==> src/rtl/psram_write_buffer.sv <==
// Posted-write buffer in front of the PSRAM wishbone controller: writes are acked
// once queued and drained in order; reads wait until every queued write is done.
module psram_write_buffer #(
  parameter int DEPTH      = 4,
  parameter int ADDR_WIDTH = 22
) (
  input  logic                    clk_i,
  input  logic                    rst_ni,
  input  logic                    stb_i,
  input  logic                    cyc_i,
  input  logic [3:0]              sel_i,
  input  logic                    we_i,
  input  logic [ADDR_WIDTH-1:0]   addr_i,
  input  logic [31:0]             data_i,
  output logic                    ack_o,
  output logic [31:0]             data_o,
  output logic                    m_stb_o,
  output logic                    m_cyc_o,
  output logic [3:0]              m_sel_o,
  output logic                    m_we_o,
  output logic [ADDR_WIDTH-1:0]   m_addr_o,
  output logic [31:0]             m_data_o,
  input  logic                    m_ack_i,
  input  logic [31:0]             m_data_i,
  output logic                    empty_o,
  output logic [$clog2(DEPTH):0]  count_o
);

  localparam int PW = $clog2(DEPTH);
  localparam int CW = PW + 1;
  localparam int EW = ADDR_WIDTH + 36;

  typedef enum logic [1:0] {M_IDLE, M_BUSY, M_GAP} mstate_t;

  mstate_t         state, state_nxt;
  logic [EW-1:0]   fifo_mem [DEPTH];
  logic [PW-1:0]   wr_ptr, rd_ptr;
  logic [CW-1:0]   count;
  logic [EW-1:0]   head;
  logic            ack_r, cur_rd, rd_abort;
  logic            req, push, pop, load_rd, load_wr, rd_done;

  // A request is new only while the previous ack is not still being presented.
  assign req   = stb_i & cyc_i & ~ack_r;
  assign push  = req & we_i & (count < CW'(DEPTH));
  assign head  = fifo_mem[rd_ptr];

  assign ack_o   = ack_r & stb_i;
  assign m_stb_o = (state == M_BUSY);
  assign m_cyc_o = (state == M_BUSY);
  assign count_o = count;
  assign empty_o = (count == '0) && (state == M_IDLE);

  always_ff @(posedge clk_i or negedge rst_ni) begin
    if (!rst_ni) state <= M_IDLE;
    else         state <= state_nxt;
  end

  always_comb begin
    state_nxt = state;
    load_rd   = 1'b0;
    load_wr   = 1'b0;
    pop       = 1'b0;
    rd_done   = 1'b0;
    case (state)
      M_IDLE: begin
        // Read eligibility needs an empty FIFO, so reads never overtake writes.
        if (req && !we_i && count == '0) begin
          load_rd   = 1'b1;
          state_nxt = M_BUSY;
        end else if (count != '0) begin
          load_wr   = 1'b1;
          state_nxt = M_BUSY;
        end
      end
      M_BUSY: begin
        if (m_ack_i) begin
          state_nxt = M_GAP;
          pop       = ~cur_rd;
          rd_done   = cur_rd & ~rd_abort & stb_i & cyc_i;
        end
      end
      M_GAP:   state_nxt = M_IDLE;
      default: state_nxt = M_IDLE;
    endcase
  end

  // Queue storage carries no reset; only entries between the pointers are meaningful.
  always_ff @(posedge clk_i) begin
    if (push) fifo_mem[wr_ptr] <= {addr_i, sel_i, data_i};
  end

  always_ff @(posedge clk_i or negedge rst_ni) begin
    if (!rst_ni) begin
      wr_ptr <= '0;
      rd_ptr <= '0;
      count  <= '0;
    end else begin
      if (push) wr_ptr <= wr_ptr + 1'b1;
      if (pop)  rd_ptr <= rd_ptr + 1'b1;
      case ({push, pop})
        2'b10:   count <= count + 1'b1;
        2'b01:   count <= count - 1'b1;
        default: count <= count;
      endcase
    end
  end

  always_ff @(posedge clk_i or negedge rst_ni) begin
    if (!rst_ni) begin
      m_we_o   <= 1'b0;
      m_sel_o  <= '0;
      m_addr_o <= '0;
      m_data_o <= '0;
      cur_rd   <= 1'b0;
      rd_abort <= 1'b0;
      data_o   <= '0;
      ack_r    <= 1'b0;
    end else begin
      if (load_rd) begin
        m_we_o   <= 1'b0;
        m_sel_o  <= sel_i;
        m_addr_o <= addr_i;
        m_data_o <= '0;
        cur_rd   <= 1'b1;
        rd_abort <= 1'b0;
      end else if (load_wr) begin
        m_we_o                         <= 1'b1;
        {m_addr_o, m_sel_o, m_data_o}  <= head;
        cur_rd                         <= 1'b0;
        rd_abort                       <= 1'b0;
      end else if (state == M_BUSY && cur_rd && !(stb_i && cyc_i)) begin
        // The PSRAM access cannot be aborted; remember to discard its data.
        rd_abort <= 1'b1;
      end
      if (rd_done) data_o <= m_data_i;
      if (!stb_i)                ack_r <= 1'b0;
      else if (push || rd_done)  ack_r <= 1'b1;
    end
  end

endmodule

==> config.mk <==
export PLATFORM = sky130hd
export DESIGN_NAME = psram_write_buffer
export DESIGN_NICKNAME = d
export VERILOG_FILES = /design/src/rtl/psram_write_buffer.sv
export SDC_FILE = /design/constraint.sdc
export NUM_CORES = 1
export LEC_CHECK = 0
export BUFFER_PORTS_ARGS = -buffer_cell sky130_fd_sc_hd__clkbuf_2
export CAP_MARGIN = 20
export CORE_UTILIZATION = 51
export CTS_CLUSTER_SIZE = 10
export DETAILED_ROUTE_END_ITERATION = 16
export GPL_ROUTABILITY_DRIVEN = 0
export PLACE_DENSITY = 0.76
export SLEW_MARGIN = 40
export SYNTH_ARGS = -nofsm -noshare
export SYNTH_HDL_FRONTEND = slang
export SYNTH_SLANG_ARGS = --single-unit
==> constraint.sdc <==
create_clock -name clk_i -period 2.81 [get_ports clk_i]
set_input_delay 0.281 -clock clk_i [delete_from_list [all_inputs] [get_ports clk_i]]
set_output_delay 0.281 -clock clk_i [all_outputs]
set_load 0.005 [all_outputs]
==> run metrics <==
R2R depth 3; Pleak 6.23 nW; CTS Hold Bufs 56; Reg-to-Reg Start count_o[2]$_DFFE_PN0P_; Worst Path Arrival roughly 1.9 ns; Clock Path Buffers 3; critical path capture point type primary output; floorplan row count 57; Area contributors post-synth edfxtp_1, dfrtp_1, mux4_2; # DRC 0; synth warn 0; die height ~160 um; clk slew on worst S/H paths ~0.060 ns; global route overflow 0; number of setup violations in the final report 0; final period utilization 75.8%; Final HPWL DP 16000 um; first-pass GRT wire length 42700 um; placed cell area approximately 14000 um^2; post-synth top area share 54.1%; Reg power frac between 40% and 50%; Yosys top cell by area edfxtp_1; Tightest Pin Transition roughly 0.66 ns; Detailed Route WL ~27000 um; Worst Hold Launch addr_i[15]; Worst setup SP type flip-flop; clock power share 28.9%; register area share after synthesis about 74%; Sink Count about 340; Comb pwr share roughly 28%; Max Clk Rate between 400 and 500 MHz; # port buffers about 190; Setup crit end empty_o; WS Path Type reg -> out; # diodes 0; Psw between 4 and 5 mW; Slew headroom 56.3%; RSZ-0062 raised after global routing false; FF-to-FF End fifo_mem[3][15]$_DFFE_PP_; vias in the first global route 7560; outcome completed; WL/cell 21.1 um; Pwr Total between 15 and 20 mW; clk root buf clkbuf_16; final net count 1026; distinct cell type count after synthesis 39; Post-CTS Resized 0; later-pin clock latency in the skew report around 0.52 ns; fin crit period ~2.1 ns; I/O pin total between 150 and 200; antenna violations before repair 0; skew final around 0.015 ns; sw frac between 20% and 30%; area delta synth->final 24.4%; layout cells sized above 1 between 30% and 40%; vias per inst between 5 and 6; die area about 26000 um^2; cell area after layout between 15000 and 20000 um^2; cells after synthesis approximately 660; Critical Path RT 2.53 ns; TritonCTS clock tree yes; final hold violations 0; Pwr Density around 990 nW/um^2; reported max-cap violation count 0; critical path peak fanout 27; largest net degree at the start of global routing 63; r2r setup slk about 0.72 ns; Synth async-reset ratio between 30% and 40%; hold crit path type in -> reg; Syn Area/Cell roughly 20 um^2; VDD IR max a little under 0.6 mV; Synth Net Count ~760; final setup TNS 0 ns; drt pass-1 iters 5; Post-Syn Area about 13000 um^2; Die Wd approximately 160 um; Initial DRC Count a little under 700; DR vias around 7000; EDFF count, synth 232; max-slew violations 0; Most used DFF post-synth edfxtp_1; Setup crit start state[0]$_DFFE_PN0P_; Initial Util 52.5%; post-route ant nets 0; Yosys reg bits 335; P_int ~11 mW; Overall Global Routing Usage 21.5%; CTS buffer count 39; Post-CTS Setup Repair Bufs 0; Core Footprint 24500 um^2; CTS H-tree depth 2
power groups by stage:
stage | Combinational (mW) | Sequential [mW] | Clock [mW]
final | 4.50 | 6.79 | 4.58
after global routing | 4.91 | 6.89 | 4.88
after CTS | 4.55 | 6.79 | 4.67
after detailed placement | 4.45 | 6.86 | 0
after global placement | 4.38 | 6.83 | 0
after floorplan | 2.95 | 6.73 | 0
layout make-up:
cell class / count / area, um^2
multi-input combinational: 247 / 2980
clock inverter: 1 / 20.0
inverter: 33 / 124
tap: 324 / 405
sequential: 335 / 9550
timing repair buffer: 268 / 1810
clock buffer: 69 / 1140
fill: 1653 / 8510
critical path, stage by stage, from the launching register on:
cell and delay [ns]:
dfrtp_1 0.45, or2_2 0.57, nor2_1 0.18, clkbuf_2 0.13
metrics by stage:
stage               hold slack (ns)  worst slack (ns)  instances  util (%)
CTS                       0.0000451             0.658       1277      65.3
floorplan                   -0.0146            0.0470        657         -
global placement              0.351             0.740       1151      58.3
detailed placement            0.351             0.693       1151      58.3
finish                       0.0126             0.679       1277      65.3
global route                0.00432             0.565       1277      65.3
cells in the final DEF, fill, tap and decap left out, types with 29 or more instances in the layout:
cell type	synthesis	final
mux4_2	58	58
edfxtp_1	232	232
mux2_4	29	29
clkbuf_16	0	41
dlygate4sd3_1	0	56
a22o_1	33	33
dfrtp_1	103	101
inv_1	33	33
clkbuf_2	0	192
synth_stat cells (2+ instances only):
| cell | n |
|---|---|
| mux4_2 | 58 |
| nor3_1 | 27 |
| nor2_1 | 5 |
| and4bb_2 | 2 |
| nand2_1 | 2 |
| xnor2_1 | 3 |
| inv_1 | 33 |
| mux2_2 | 4 |
| dfrtp_1 | 103 |
| and2_1 | 5 |
| edfxtp_1 | 232 |
| buf_4 | 6 |
| a211oi_1 | 27 |
| ha_1 | 5 |
| clkbuf_1 | 9 |
| o21ai_0 | 2 |
| buf_1 | 2 |
| buf_8 | 2 |
| nor4_1 | 26 |
| a22o_1 | 33 |
| buf_6 | 5 |
| mux2_4 | 29 |
| buf_2 | 18 |
| xor2_1 | 3 |
| nor2b_1 | 2 |
cell families (layout without fill, tap and decap cells):
logic type	Yosys count	after routing	share of synthesized area, %
compound gates	67	67	4.18
xor+xnor	6	6	0.408
fa+ha+maj	6	6	0.641
buf+inv	75	371	3.00
flops	335	335	74.1
mux	92	92	13.9
simple gates	76	76	3.74
how the worst min path moves through the flow:
| stage | cells after the start | endpoint | slack (ns) |
|---|---|---|---|
| CTS | 1 | fifo_mem[2][51]$_DFFE_PP_ | 0.00005 |
| global route | 1 | fifo_mem[2][11]$_DFFE_PP_ | 0.004 |
| global placement | 1 | m_addr_o[13]$_DFFE_PN0P_ | 0.35 |
| floorplan | 0 | ack_r$_DFFE_PN0P_ | -0.01 |
| finish | 1 | fifo_mem[2][51]$_DFFE_PP_ | 0.01 |
| detailed placement | 1 | m_addr_o[13]$_DFFE_PN0P_ | 0.35 |
per-layer routing:
layer  part of all wire, %  vias to the layer above  wire length, um  GRT usage, %
met2                    50                      255            13600          35.8
met1                    41                     3629            11100          29.3
met3                   6.4                       43             1730          4.00
li1                      -                     3150                -             -
met5                     0                        -                0             0
met4                   1.8                        0              482          5.70
registers in the layout, summed over array words and instances, names as in the netlist:
register  flops
fifo_mem    232
data_o       32
m_data_o     32
m_addr_o     22
m_sel_o       4
count_o       3
rd_ptr        2
state         2
wr_ptr        2
ack_r         1
cur_rd        1
m_we_o        1
rd_abort      1
Note: power is estimated with default switching activity, not from simulation.
